## src/rtl/speed_level_ctrl.sv

```systemverilog
// speed_level_ctrl: speed/level controller for a stacking game.
//
// A game is started (or restarted) by start. While running, every rising edge
// of stack_ok counts one successful stack: the level goes up and the step
// period shortens (halving in MODE 0, subtracting STEP in MODE 1, never below
// MIN_TIME). A stack_miss ends the game; reaching MAX_LEVEL ends it as a win.
// A tick pulse marks every step_time cycles while running.
//
// Ports:
//   clk        rising-edge clock
//   rst_n      asynchronous active-low reset
//   start      load init_time and begin/restart a game (highest priority)
//   init_time  starting step period in cycles
//   stack_ok   level input; each 0->1 transition is one successful stack
//   stack_miss failed stack; ends the game while running
//   step_time  current step period in cycles
//   level      successful stacks this game
//   tick       one-cycle pulse every step_time cycles while running
//   running    game in progress
//   game_over  game ended
//   won        game ended by reaching MAX_LEVEL
//   at_floor   step_time has reached MIN_TIME (combinational)
`timescale 1ns/1ps
module speed_level_ctrl #(
  parameter int unsigned WIDTH     = 8,
  parameter int unsigned MAX_LEVEL = 15,
  parameter int unsigned MODE      = 0,
  parameter int unsigned STEP      = 4,
  parameter int unsigned MIN_TIME  = 1,
  localparam int unsigned LW       = $clog2(MAX_LEVEL + 1)
) (
  input  logic             clk,
  input  logic             rst_n,
  input  logic             start,
  input  logic [WIDTH-1:0] init_time,
  input  logic             stack_ok,
  input  logic             stack_miss,
  output logic [WIDTH-1:0] step_time,
  output logic [LW-1:0]    level,
  output logic             tick,
  output logic             running,
  output logic             game_over,
  output logic             won,
  output logic             at_floor
);

  localparam logic [WIDTH-1:0] MinTime   = WIDTH'(MIN_TIME);
  localparam logic [WIDTH-1:0] StepDec   = WIDTH'(STEP);
  // Wider than step_time so STEP + MIN_TIME cannot wrap.
  localparam logic [WIDTH:0]   StepFloor = (WIDTH + 1)'(STEP + MIN_TIME);
  localparam logic [LW-1:0]    MaxLevel  = LW'(MAX_LEVEL);

  typedef enum logic [1:0] {StIdle, StRun, StOver} state_e;

  state_e           state_q, state_d;
  logic [WIDTH-1:0] step_q, step_d;
  logic [WIDTH-1:0] cnt_q, cnt_d;
  logic [LW-1:0]    level_q, level_d;
  logic             ok_q;
  logic             tick_q, tick_d;
  logic             won_q, won_d;
  logic             running_q, game_over_q;

  logic             ok_rise;
  logic [WIDTH-1:0] start_time;
  logic [WIDTH-1:0] step_half;
  logic [WIDTH-1:0] next_step;

  assign ok_rise    = stack_ok & ~ok_q;
  assign start_time = (init_time < MinTime) ? MinTime : init_time;
  assign step_half  = step_q >> 1;

  always_comb begin
    next_step = MinTime;
    if (MODE == 0) begin
      next_step = (step_half < MinTime) ? MinTime : step_half;
    end else if ({1'b0, step_q} >= StepFloor) begin
      next_step = step_q - StepDec;
    end
  end

  always_comb begin
    state_d = state_q;
    step_d  = step_q;
    cnt_d   = cnt_q;
    level_d = level_q;
    won_d   = won_q;
    tick_d  = 1'b0;
    if (start) begin
      state_d = StRun;
      level_d = '0;
      won_d   = 1'b0;
      step_d  = start_time;
      cnt_d   = start_time - WIDTH'(1);
    end else if (state_q == StRun) begin
      if (stack_miss) begin
        state_d = StOver;
      end else if (ok_rise) begin
        // Level change restarts the period with the new step; no tick here.
        level_d = level_q + LW'(1);
        step_d  = next_step;
        cnt_d   = next_step - WIDTH'(1);
        if (level_d == MaxLevel) begin
          state_d = StOver;
          won_d   = 1'b1;
        end
      end else if (cnt_q == '0) begin
        tick_d = 1'b1;
        cnt_d  = step_q - WIDTH'(1);
      end else begin
        cnt_d = cnt_q - WIDTH'(1);
      end
    end
  end

  always_ff @(posedge clk or negedge rst_n) begin
    if (!rst_n) begin
      state_q     <= StIdle;
      step_q      <= '0;
      cnt_q       <= '0;
      level_q     <= '0;
      ok_q        <= 1'b0;
      tick_q      <= 1'b0;
      won_q       <= 1'b0;
      running_q   <= 1'b0;
      game_over_q <= 1'b0;
    end else begin
      state_q     <= state_d;
      step_q      <= step_d;
      cnt_q       <= cnt_d;
      level_q     <= level_d;
      ok_q        <= stack_ok;
      tick_q      <= tick_d;
      won_q       <= won_d;
      running_q   <= (state_d == StRun);
      game_over_q <= (state_d == StOver);
    end
  end

  assign step_time = step_q;
  assign level     = level_q;
  assign tick      = tick_q;
  assign running   = running_q;
  assign game_over = game_over_q;
  assign won       = won_q;
  assign at_floor  = (step_q == MinTime);

endmodule

```

## config.mk

```make
export PLATFORM = sky130hd
export DESIGN_NAME = speed_level_ctrl
export DESIGN_NICKNAME = d
export VERILOG_FILES = /design/src/rtl/speed_level_ctrl.sv
export SDC_FILE = /design/constraint.sdc
export NUM_CORES = 1
export LEC_CHECK = 0
export CAP_MARGIN = 20
export CORE_ASPECT_RATIO = 0.8
export CORE_MARGIN = 1
export CORE_UTILIZATION = 45
export DETAILED_ROUTE_END_ITERATION = 10
export PLACE_DENSITY = 0.64
export SETUP_SLACK_MARGIN = 0.1
export SYNTH_ARGS = -nofsm -noshare
export SYNTH_HDL_FRONTEND = slang
export SYNTH_SLANG_ARGS = --single-unit
```

## constraint.sdc

```tcl
create_clock -name clk -period 2.6 [get_ports clk]
set_input_delay 0.52 -clock clk [delete_from_list [all_inputs] [get_ports clk]]
set_output_delay 0.52 -clock clk [all_outputs]
set_load 0.1 [all_outputs]
```

# Word level (Yosys, flattened, before mapping)
# Cells that the tools add are included.
dict set report classes {
  add_sub_neg 5
  n_reduce_logical 7
  n_bitwise 2
  eq_ne 6
  order_cmp 2
  n_mux 30
}
# operator n
set op_table {}
lappend op_table {{$mux 8} 10}
lappend op_table {{$sub 8x1->8 const B} 3}
lappend op_table {{$mux 4} 4}
lappend op_table {{$mux 1} 10}
lappend op_table {{$mux 2} 5}
lappend op_table {{$eq 8x1->1 const B} 1}
lappend op_table {{$logic_not 8->1} 1}
lappend op_table {{$lt 8x1->1 const B} 1}
lappend op_table {{$sub 7x1->8 const B} 1}
lappend op_table {{$lt 7x1->1 const B} 1}
lappend op_table {{$mux 7} 1}
lappend op_table {{$reduce_bool 2->1} 3}
lappend op_table {{$add 4x1->4 const B} 1}
lappend op_table {{$eq 2x1->1 const B} 2}
lappend op_table {{$eq 4x4->1 const B} 1}
lappend op_table {{$reduce_and 4->1} 1}
lappend op_table {{$reduce_and 3->1} 1}
lappend op_table {{$eq 2x2->1 const B} 1}
lappend op_table {{$ne 2x2->1 const B} 1}
lappend op_table {{$reduce_and 2->1} 1}
lappend op_table {{$and 1x1->1} 1}
lappend op_table {{$not 1->1} 1}
dict set report totals {
  ff_bits 27
  word_cells 61
  inputBits 13
  out_inout_bits 17
}

# Logic depth before layout (Yosys ltp)
# Gate-level depths: netlist (run 1).
dict set report depth {
  depth_word 8
  depth_mapped 10
  mapped_depth_nobuf 9
}

# Least setup slack after synthesis (run 1)
# OpenSTA, ideal clock, no wires.
dict set report synth_timing {
  path_kind {register -> output}
  start {reg step_q[5], in the netlist step_time[5]}
  end {out at_floor}
  t_required_ps 2080
  arrival_ps 2585
  path_stages_with_launch 5
  n_path_buf 1
  slack_ps -505
  path_cell_list {dfrtp_1 buf_2 or4_4 nor3_1 and2_1}
}
dict set report synth_between {
  elab_chain_cells 1
}
# element line
set synth_lines {}
lappend synth_lines {{start, declared} 56} ;# logic [WIDTH-1:0] step_q, step_d;
lappend synth_lines {{start signal, assigned} 129} ;# step_q <= step_d;
lappend synth_lines {{$eq 8x1->1} 146} ;# assign at_floor = (step_q == MinTime);
lappend synth_lines {{end, declared} 44} ;# output logic at_floor
# No other way between the ends.

# Worst setup path after layout (run 1)
dict set report layout_timing {
  start {reg step_q[4], in the netlist step_time[4]}
  end {out at_floor}
}
# Same word-level chain as after synthesis.

==> reports/results.txt, run 1 <==
CP cell instances: or4_4 -> nor3_4 -> and2_2 -> buf_12
Flop and latch count out of synthesis: 27
Area grow syn2layout: 22.04%
Yosys top cell area share: 34.39%
Hold Fails Final Rpt: 0
I/O pins: 30
CP max stage delay: 0.58 ns
Clock transition at path regs: 0.09 ns
VDD IR max: 0.0003604 V
Ratio of cells with drive above 1 in the final layout: 18.66%
Slowest stage cell, crit path: or4_4
Post-route DRC: 0
CP arrival: 1.92 ns
Worst-margin pin slew: 0.4986 ns
Die area: 4635 um^2
Gpl congestion: 0.8377
DR iter-0 viols: 168
Maximum buffer depth of the clock tree: 2
Number of global-route vias before repair: 1565
Final setup vio count: 0
Skew final: 0.003847 ns
Post-DP HPWL: 3778 um
Reg2reg start: step_time[4]
Initial antenna violation count: 0
Reg2reg path depth: 9
Synth Area per Inst: 8.431 um^2
R2R Setup Slk: 0.21 ns
Worst-Skew Late Latency: 0.28 ns
Root Buffer: clkbuf_8
Placed cells: 316
Crit Path Max Fanout: 6
Die W: 75.87 um
# rows: 21
Antenna viol nets, final: 0
Number of port buffers: 29
Hold buffers post-CTS: 0
Cell area after placement: 2310 um^2
Power Dens Cells: 503.1 nW/um^2
CTS Sinks: 27
Total wire length: 4980 um
RSZ-0062 raised after global routing: true
Global route overflow: 0
First-pass GRT wire length: 7838 um
Fmax: 0.4099 GHz
R2r endpoint: cnt_q[6]
Starting Density: 47.02%
Commonest non-fill, non-tap cell in the layout: buf_4
Headroom to the max-slew limit: 66.76%
Fin nets: 290
Cells after Synth: 233
Final Cell Area: 2397 um^2
Overall Global Routing Usage: 23.49%
CP Class: register to output port
Largest net degree at the start of global routing: 29
Library cells used by synthesis: 45
Post-synth EDFFs: 0
CTS tree: yes
Leakage power: 0.9995 nW
Tot Pwr: 0.001206 W
HP Class: register to register
Critical Path Start: step_time[4]
Routed via count: 1775
Async SR Flop Fraction: 100.0%
Min cycle time layout: 2.440 ns
Synth Flop Type: dfrtp_1
Status: finished clean
Syn Std Cell Area: 1964 um^2
Post-synth top area cell: dfrtp_1
Worst Setup EP: at_floor
Final TNS setup: 0 ns
Die height: 61.10 um
Final Max Tran Viols: 0
Non-filler instance count after layout: 325
Num CTS Buffers: 3
Core ar.: 4178 um^2
Maxcap violations: 0
Critical Path Source Type: register
Period utilisation layout: 93.84%
Synth area leaders: dfrtp_1 (34%), xnor2_1 (5.4%), nand2_1 (5.2%)
Most frequent cells in the layout: buf_4 (31), nand2_1 (27), nor2_1 (22)
Req. time, crit path: 2.08 ns
Vias/cell: 5.462
Ant diodes: 0
Wirelength per Cell: 15.32 um
Crit. End Element: output port
Syn nets: 254
H-tree depth: 1
Detailed Routing Iterations Pass 1: 4
Part of the Yosys area used for sequential elements: 34.39%
YS warnings: 0
==> cells by family after synthesis <==
| group | synth area share, % |
|---|---|
| compound gates | 17.58 |
| xor+xnor | 8.917 |
| fa+ha+maj | 5.096 |
| buf+inv | 6.433 |
| flops | 34.40 |
| mux | 2.548 |
| simple gates | 25.03 |
==> state kept, by name, indices dropped and copies added, names as in the netlist <==
signal,cells
running,1
tick,1
step_time,8
level,4
cnt_q,8
state_q,2
game_over,1
ok_q,1
won,1
==> power by group <==
| group | internal (W) | switching, W |
|---|---|---|
| registers | 0.000459 | 0.0000697 |
| clock network | 0.000110 | 0.000133 |
| logic | 0.000157 | 0.000277 |
==> per-stage QoR <==
stage / hold WS (ns) / worst slack (ns) / util [%]
after floorplan: 0.2244 / 0.04392 / -
after global placement: 0.4912 / 0.1372 / 55.29
after detailed placement: 0.4988 / 0.1454 / 55.29
after CTS: 0.5207 / 0.1161 / 56.36
after global routing: 0.5418 / 0.08979 / 57.38
final: 0.5150 / 0.1601 / 57.38
==> repair_timing <==
item / in CTS / in global routing
resized for setup: 0 / 1
setup endpoints to repair: 0 / 3
setup buffers: 0 / 5
==> synth_stat cells (all sizes together) (5+ instances only) <==
| library cell | n |
|---|---|
| inv | 10 |
| nor2 | 23 |
| buf | 10 |
| a21oi | 13 |
| mux2i | 5 |
| nor3b | 6 |
| ha | 8 |
| o21ai | 15 |
| nand2 | 27 |
| nor3 | 16 |
| xor2 | 8 |
| dfrtp | 27 |
| xnor2 | 12 |
==> critical path: cells and delay by family (launching register included) <==
| family | cells | cell delay, ns |
|---|---|---|
| buffers and inverters | 1 | 0.17 |
| AND/OR/NAND/NOR | 3 | 0.95 |
| flip-flops | 1 | 0.52 |
==> how the worst min path moves through the flow <==
stage	startpoint	to	slack, ns	depth (start not counted)
floorplan	rst_n	cnt_q[0]	0.22	0
global route	won	won	0.54	2
finish	won	won	0.51	2
detailed placement	won	won	0.50	2
CTS	won	won	0.52	2
global placement	won	won	0.49	2
==> area by class of cell <==
class                           count  area [um^2]
Inverter                           10        37.54
Fill cell                         415         1780
Multi-Input combinational cell    183         1182
Sequential cell                    27        688.2
Clock buffer                        4        45.04
Tap cell                           57        71.32
Timing Repair Buffer               44        372.9
==> layer usage <==
metal	wire length (um)	part of all wire [%]	global-route usage, %	up-vias
li1	-	-	-	888
met3	336	6.7	4.910	5
met5	0	0	0	-
met1	2461	49	35.09	819
met4	40	0.80	4.762	0
met2	2140	43	35.27	63
No activity file was read; power rests on OpenSTA's default activity.
==> inputs of run 2 (changes only) <==
--- a/config.mk
+++ b/config.mk
@@ -7,9 +7,9 @@
 export LEC_CHECK = 0
 export CAP_MARGIN = 20
 export CORE_ASPECT_RATIO = 0.8
-export CORE_MARGIN = 1
 export CORE_UTILIZATION = 45
 export DETAILED_ROUTE_END_ITERATION = 10
+export MAX_ROUTING_LAYER = met4
 export PLACE_DENSITY = 0.64
 export SETUP_SLACK_MARGIN = 0.1
 export SYNTH_ARGS = -nofsm -noshare
==> run 2 against run 1 <==
Net effect:
- routed wire length decreased by 0.62%
- via count rose by 0.73%
- sequential share of layout area unchanged
- sequential cell count is the same
- cell area unchanged
- register-to-register slack is essentially flat
- global-route usage grew 0.81 points
- utilization stayed put
- fmax is essentially flat
- clock power about the same
- combinational power hardly changed
- largest power group unchanged
==> reports/results.txt, run 2 (synthesis gave the netlist of run 1 again) <==
Status: finished clean
Die height: 61.10 um
Post-DP HPWL: 3778 um
Hold_sp: won
CTS Sinks: 27
HP Class: register to register
Final setup vio count: 0
Post-route DRC: 0
Skew final: 0.006472 ns
Vias/cell: 5.502
CP Class: register to output port
Root Buffer: clkbuf_8
Top Usage Layer GRT: met1
Total wire length: 4949 um
Leakage power: 0.9995 nW
Fin nets: 290
RSZ-0062 raised after global routing: true
Reg2reg start: step_time[4]
Ant diodes: 0
Area grow syn2layout: 22.04%
Commonest non-fill, non-tap cell in the layout: buf_4
Worst-margin pin slew: 0.4995 ns
Met3 Track Usage GR: 4.910%
Final TNS setup: 0 ns
Final Cell Area: 2397 um^2
Min Hold Slack: 0.5138 ns
Gpl congestion: 0.8507
Headroom to the max-slew limit: 66.70%
H-tree depth: 1
I/O pins: 30
DR iter-0 viols: 156
Period utilisation layout: 93.77%
CP arrival: 1.92 ns
Crit Path Max Fanout: 6
Critical Path Source Type: register
Most frequent cells in the layout: buf_4 (31), nand2_1 (27), nor2_1 (22)
First-pass GRT wire length: 7852 um
Detailed Routing Iterations Pass 1: 4
Overall Global Routing Usage: 24.30%
Met2 GRT Util: 35.15%
Maxcap violations: 0
Number of global-route vias before repair: 1565
Worst-Skew Late Latency: 0.28 ns
Number of port buffers: 29
Wirelength per Cell: 15.23 um
Non-filler instance count after layout: 325
Initial antenna violation count: 0
Die W: 75.87 um
Core ar.: 4178 um^2
# rows: 21
Clock transition at path regs: 0.09 ns
Critical Path Start: step_time[4]
Tot Pwr: 0.001202 W
Cell area after placement: 2310 um^2
Routed via count: 1788
Maximum buffer depth of the clock tree: 2
Req. time, crit path: 2.08 ns
Antenna viol nets, final: 0
Largest net degree at the start of global routing: 29
Crit. End Element: output port
Num CTS Buffers: 3
Min cycle time layout: 2.438 ns
Met1 usage: 35.29%
VDD IR max: 0.0003599 V
Placed cells: 316
Hold Fails Final Rpt: 0
Power Dens Cells: 501.4 nW/um^2
Final Max Tran Viols: 0
Die area: 4635 um^2
Ratio of cells with drive above 1 in the final layout: 18.66%
CTS tree: yes
Fmax: 0.4102 GHz
Starting Density: 47.02%
Global route overflow: 0
==> run 2: layout make-up <==
cell class,instances,area (um^2)
timing repair buffer,44,372.9
fill,415,1780
clock buffer,4,45.04
sequential,27,688.2
tap,57,71.32
multi-input combinational,183,1182
inverter,10,37.54
==> run 2: path summary, 6_finish.rpt <==
kind                                end  slack, ns  depth (start not counted)
max                            at_floor       0.16                          4
max in group asynchronous  step_time[5]       1.70                          2
min in group asynchronous  step_time[4]       0.61                          2
min reg2reg                         won       0.51                          2
max reg2reg                    cnt_q[6]       0.22                          9
min                                 won       0.51                          2
==> run 2: worst max-delay path, stage by stage, from the launching register on <==
cell	delay, ns
dfrtp_4	0.51
or4_4	0.58
nor3_4	0.17
and2_2	0.20
buf_12	0.17
==> run 2: power breakdown <==
group	leakage (nW)	switching [W]	internal [W]
Clock	0.0228	0.000131	0.000110
Sequential	0.325	0.0000689	0.000459
Combinational	0.652	0.000277	0.000157
==> run 2: stage by stage <==
step / worst slack (ns) / utilization [%]
2_1_floorplan: 0.04392 / -
3_3_place_gp: 0.1372 / 55.29
3_5_place_dp: 0.1454 / 55.29
4_1_cts: 0.1161 / 56.36
5_1_grt: 0.08979 / 57.38
6_report: 0.1619 / 57.38
==> run 2: per-layer routing <==
| metal | wire [um] | vias to the layer above | part of all wire (%) |
|---|---|---|---|
| met5 | 0 | - | 0 |
| met4 | 43 | 0 | 0.87 |
| met3 | 389 | 5 | 7.9 |
| met2 | 2164 | 73 | 44 |
| met1 | 2352 | 820 | 48 |
| li1 | - | 890 | - |
==> run 2: timing repair <==
action                                 in CTS  in global routing
setup buffers                               0                  5
resized for setup                           0                  1
setup endpoints to repair                   0                  3
hold buffers                                0                  0
endpoints found under the hold margin       0                  0
==> inputs of run 3 (changes only) <==
--- a/config.mk
+++ b/config.mk
@@ -9,9 +9,12 @@
 export CORE_ASPECT_RATIO = 0.8
 export CORE_UTILIZATION = 45
 export DETAILED_ROUTE_END_ITERATION = 10
+export HOLD_SLACK_MARGIN = 0.15
 export MAX_ROUTING_LAYER = met4
 export PLACE_DENSITY = 0.64
+export REMOVE_ABC_BUFFERS = 1
 export SETUP_SLACK_MARGIN = 0.1
+export SLEW_MARGIN = 20
 export SYNTH_ARGS = -nofsm -noshare
 export SYNTH_HDL_FRONTEND = slang
 export SYNTH_SLANG_ARGS = --single-unit
==> run 3 against run 2 <==
Net effect:
- global-route usage is 0.23 points higher
- die area unchanged
- final cell count grew 1.5%
- non-clock buffer count up 5
- first-iteration DRC count grew 10%
- via count increased by 0.50%
- worst hold slack improved by 0.0092 ns
- fmax grew 0.84%
- sequential cell count unchanged
- clock-buffer cell count down 1
- largest cell class unchanged
- combinational power up 5.8%
- worst setup slack better by 0.020 ns
==> reports/results.txt, run 3 (synthesis gave the netlist of run 1 again) <==
Crit. End Element: output port
Req. time, crit path: 2.08 ns
Final setup vio count: 0
First-pass GRT wire length: 8004 um
Leakage power: 1.036 nW
Core ar.: 4178 um^2
Final setup margin: 0.1821 ns
Ratio of cells with drive above 1 in the final layout: 17.58%
Antenna viol nets, final: 0
VDD IR max: 0.0002615 V
Fmax: 0.4136 GHz
Gpl congestion: 0.8175
Min Hold Slack: 0.5230 ns
Die W: 75.87 um
Die height: 61.10 um
Status: finished clean
Clock transition at path regs: 0.11 ns
Final Max Tran Viols: 0
Place WS: 0.1929 ns
RSZ-0062 raised after global routing: false
Critical Path Source Type: register
Vias/cell: 5.445
CP cell instances: or4_4 -> nor3_4 -> buf_4 -> and2_4 -> buf_12
Period utilisation layout: 93.00%
Ant diodes: 0
I/O pins: 30
CTS Sinks: 27
Skew final: 0.006295 ns
CP arrival: 1.90 ns
CP max stage delay: 0.54 ns
Fin nets: 295
Worst-Skew Late Latency: 0.29 ns
Maximum buffer depth of the clock tree: 2
Min cycle time layout: 2.418 ns
Headroom to the max-slew limit: 69.68%
Non-filler instance count after layout: 330
Post-route DRC: 0
Final Cell Area: 2421 um^2
HP Class: register to register
Total wire length: 4992 um
Crit Path Max Fanout: 2
Cell area after placement: 2350 um^2
Number of global-route vias before repair: 1650
DR iter-0 viols: 172
Detailed Routing Iterations Pass 1: 4
Hold Fails Final Rpt: 0
CP Class: register to output port
# fillers: 363
Commonest non-fill, non-tap cell in the layout: buf_4
Routed via count: 1797
Power Dens Cells: 510.1 nW/um^2
Global route overflow: 0
Final design utilization: 57.95%
Worst-margin pin slew: 0.4507 ns
Multi-input combinational cell area: 1176 um^2
Post-DP HPWL: 3823 um
Largest net degree at the start of global routing: 28
Overall Global Routing Usage: 24.53%
Root Buffer: clkbuf_8
CTS tree: yes
Slowest stage cell, crit path: or4_4
Wirelength per Cell: 15.13 um
Number of port buffers: 29
Num CTS Buffers: 3
Sequential Area: 675.6 um^2
Area grow syn2layout: 23.25%
Most frequent cells in the layout: buf_4 (36), nand2_1 (27), dfrtp_1 (27)
# rows: 21
Placed cells: 325
Starting Density: 47.02%
Initial antenna violation count: 0
Die area: 4635 um^2
H-tree depth: 1
Maxcap violations: 0
[run 3: cell count changes in the layout (fill, tap and decap cells not counted), moves of 2 or more]
| cell | previous run | this run |
|---|---|---|
| dfrtp_1 | 21 | 27 |
| buf_4 | 31 | 36 |
| dfrtp_2 | 4 | 0 |
| dfrtp_4 | 2 | 0 |
[run 3: layout make-up]
type                       instances  area share [%]
clock buffer                       3           1.705
sequential                        27           27.91
timing repair buffer              49           16.95
tap                               57           2.946
inverter                          10           1.550
multi-input combinational        183           48.58
clock inverter                     1          0.3618
[run 3: layer usage]
layer / share of wire, % / global-route usage (%)
met1: 49 / 33.30
met2: 43 / 37.04
met3: 5.5 / 4.910
met4: 1.9 / 7.407
met5: 0 / -
[run 3: power by group]
group	switching (W)	total (W)	internal [W]
Sequential	0.0000511	0.000507	0.000456
Clock	0.000156	0.000269	0.000113
Combinational	0.000295	0.000459	0.000164
Total	0.000502	0.00123	0.000733
[run 3: metrics by stage]
step / TNS, ns / power [W]
floorplan: -1.060 / 0.0008029
global placement: 0 / 0.0009648
detailed placement: 0 / 0.0009652
CTS: 0 / 0.001233
global route: 0 / 0.001296
finish: 0 / 0.001235
[run 3: repair_timing]
action	4_1_cts	5_1_grt
setup buffers	0	1
pin swaps	0	2
gates resized for setup	1	2
endpoints found under the setup margin	1	1
hold buffers	0	0
[run 3: path summary, 6_finish.rpt]
path,startpoint,endpoint,slack [ns],cells past startpoint
min in group asynchronous,rst_n,tick,0.60,2
hold reg to reg,won,won,0.52,2
setup reg to reg,step_time[5],cnt_q[6],0.32,9
hold / removal,won,won,0.52,2
max in group asynchronous,rst_n,cnt_q[6],1.72,2
setup / recovery,step_time[5],at_floor,0.18,5
[run 3: worst max-delay path, delay by kind of cell (launching register included)]
family	cells	cell delay, ns
simple gates	3	0.89
flops	1	0.41
buf+inv	2	0.30
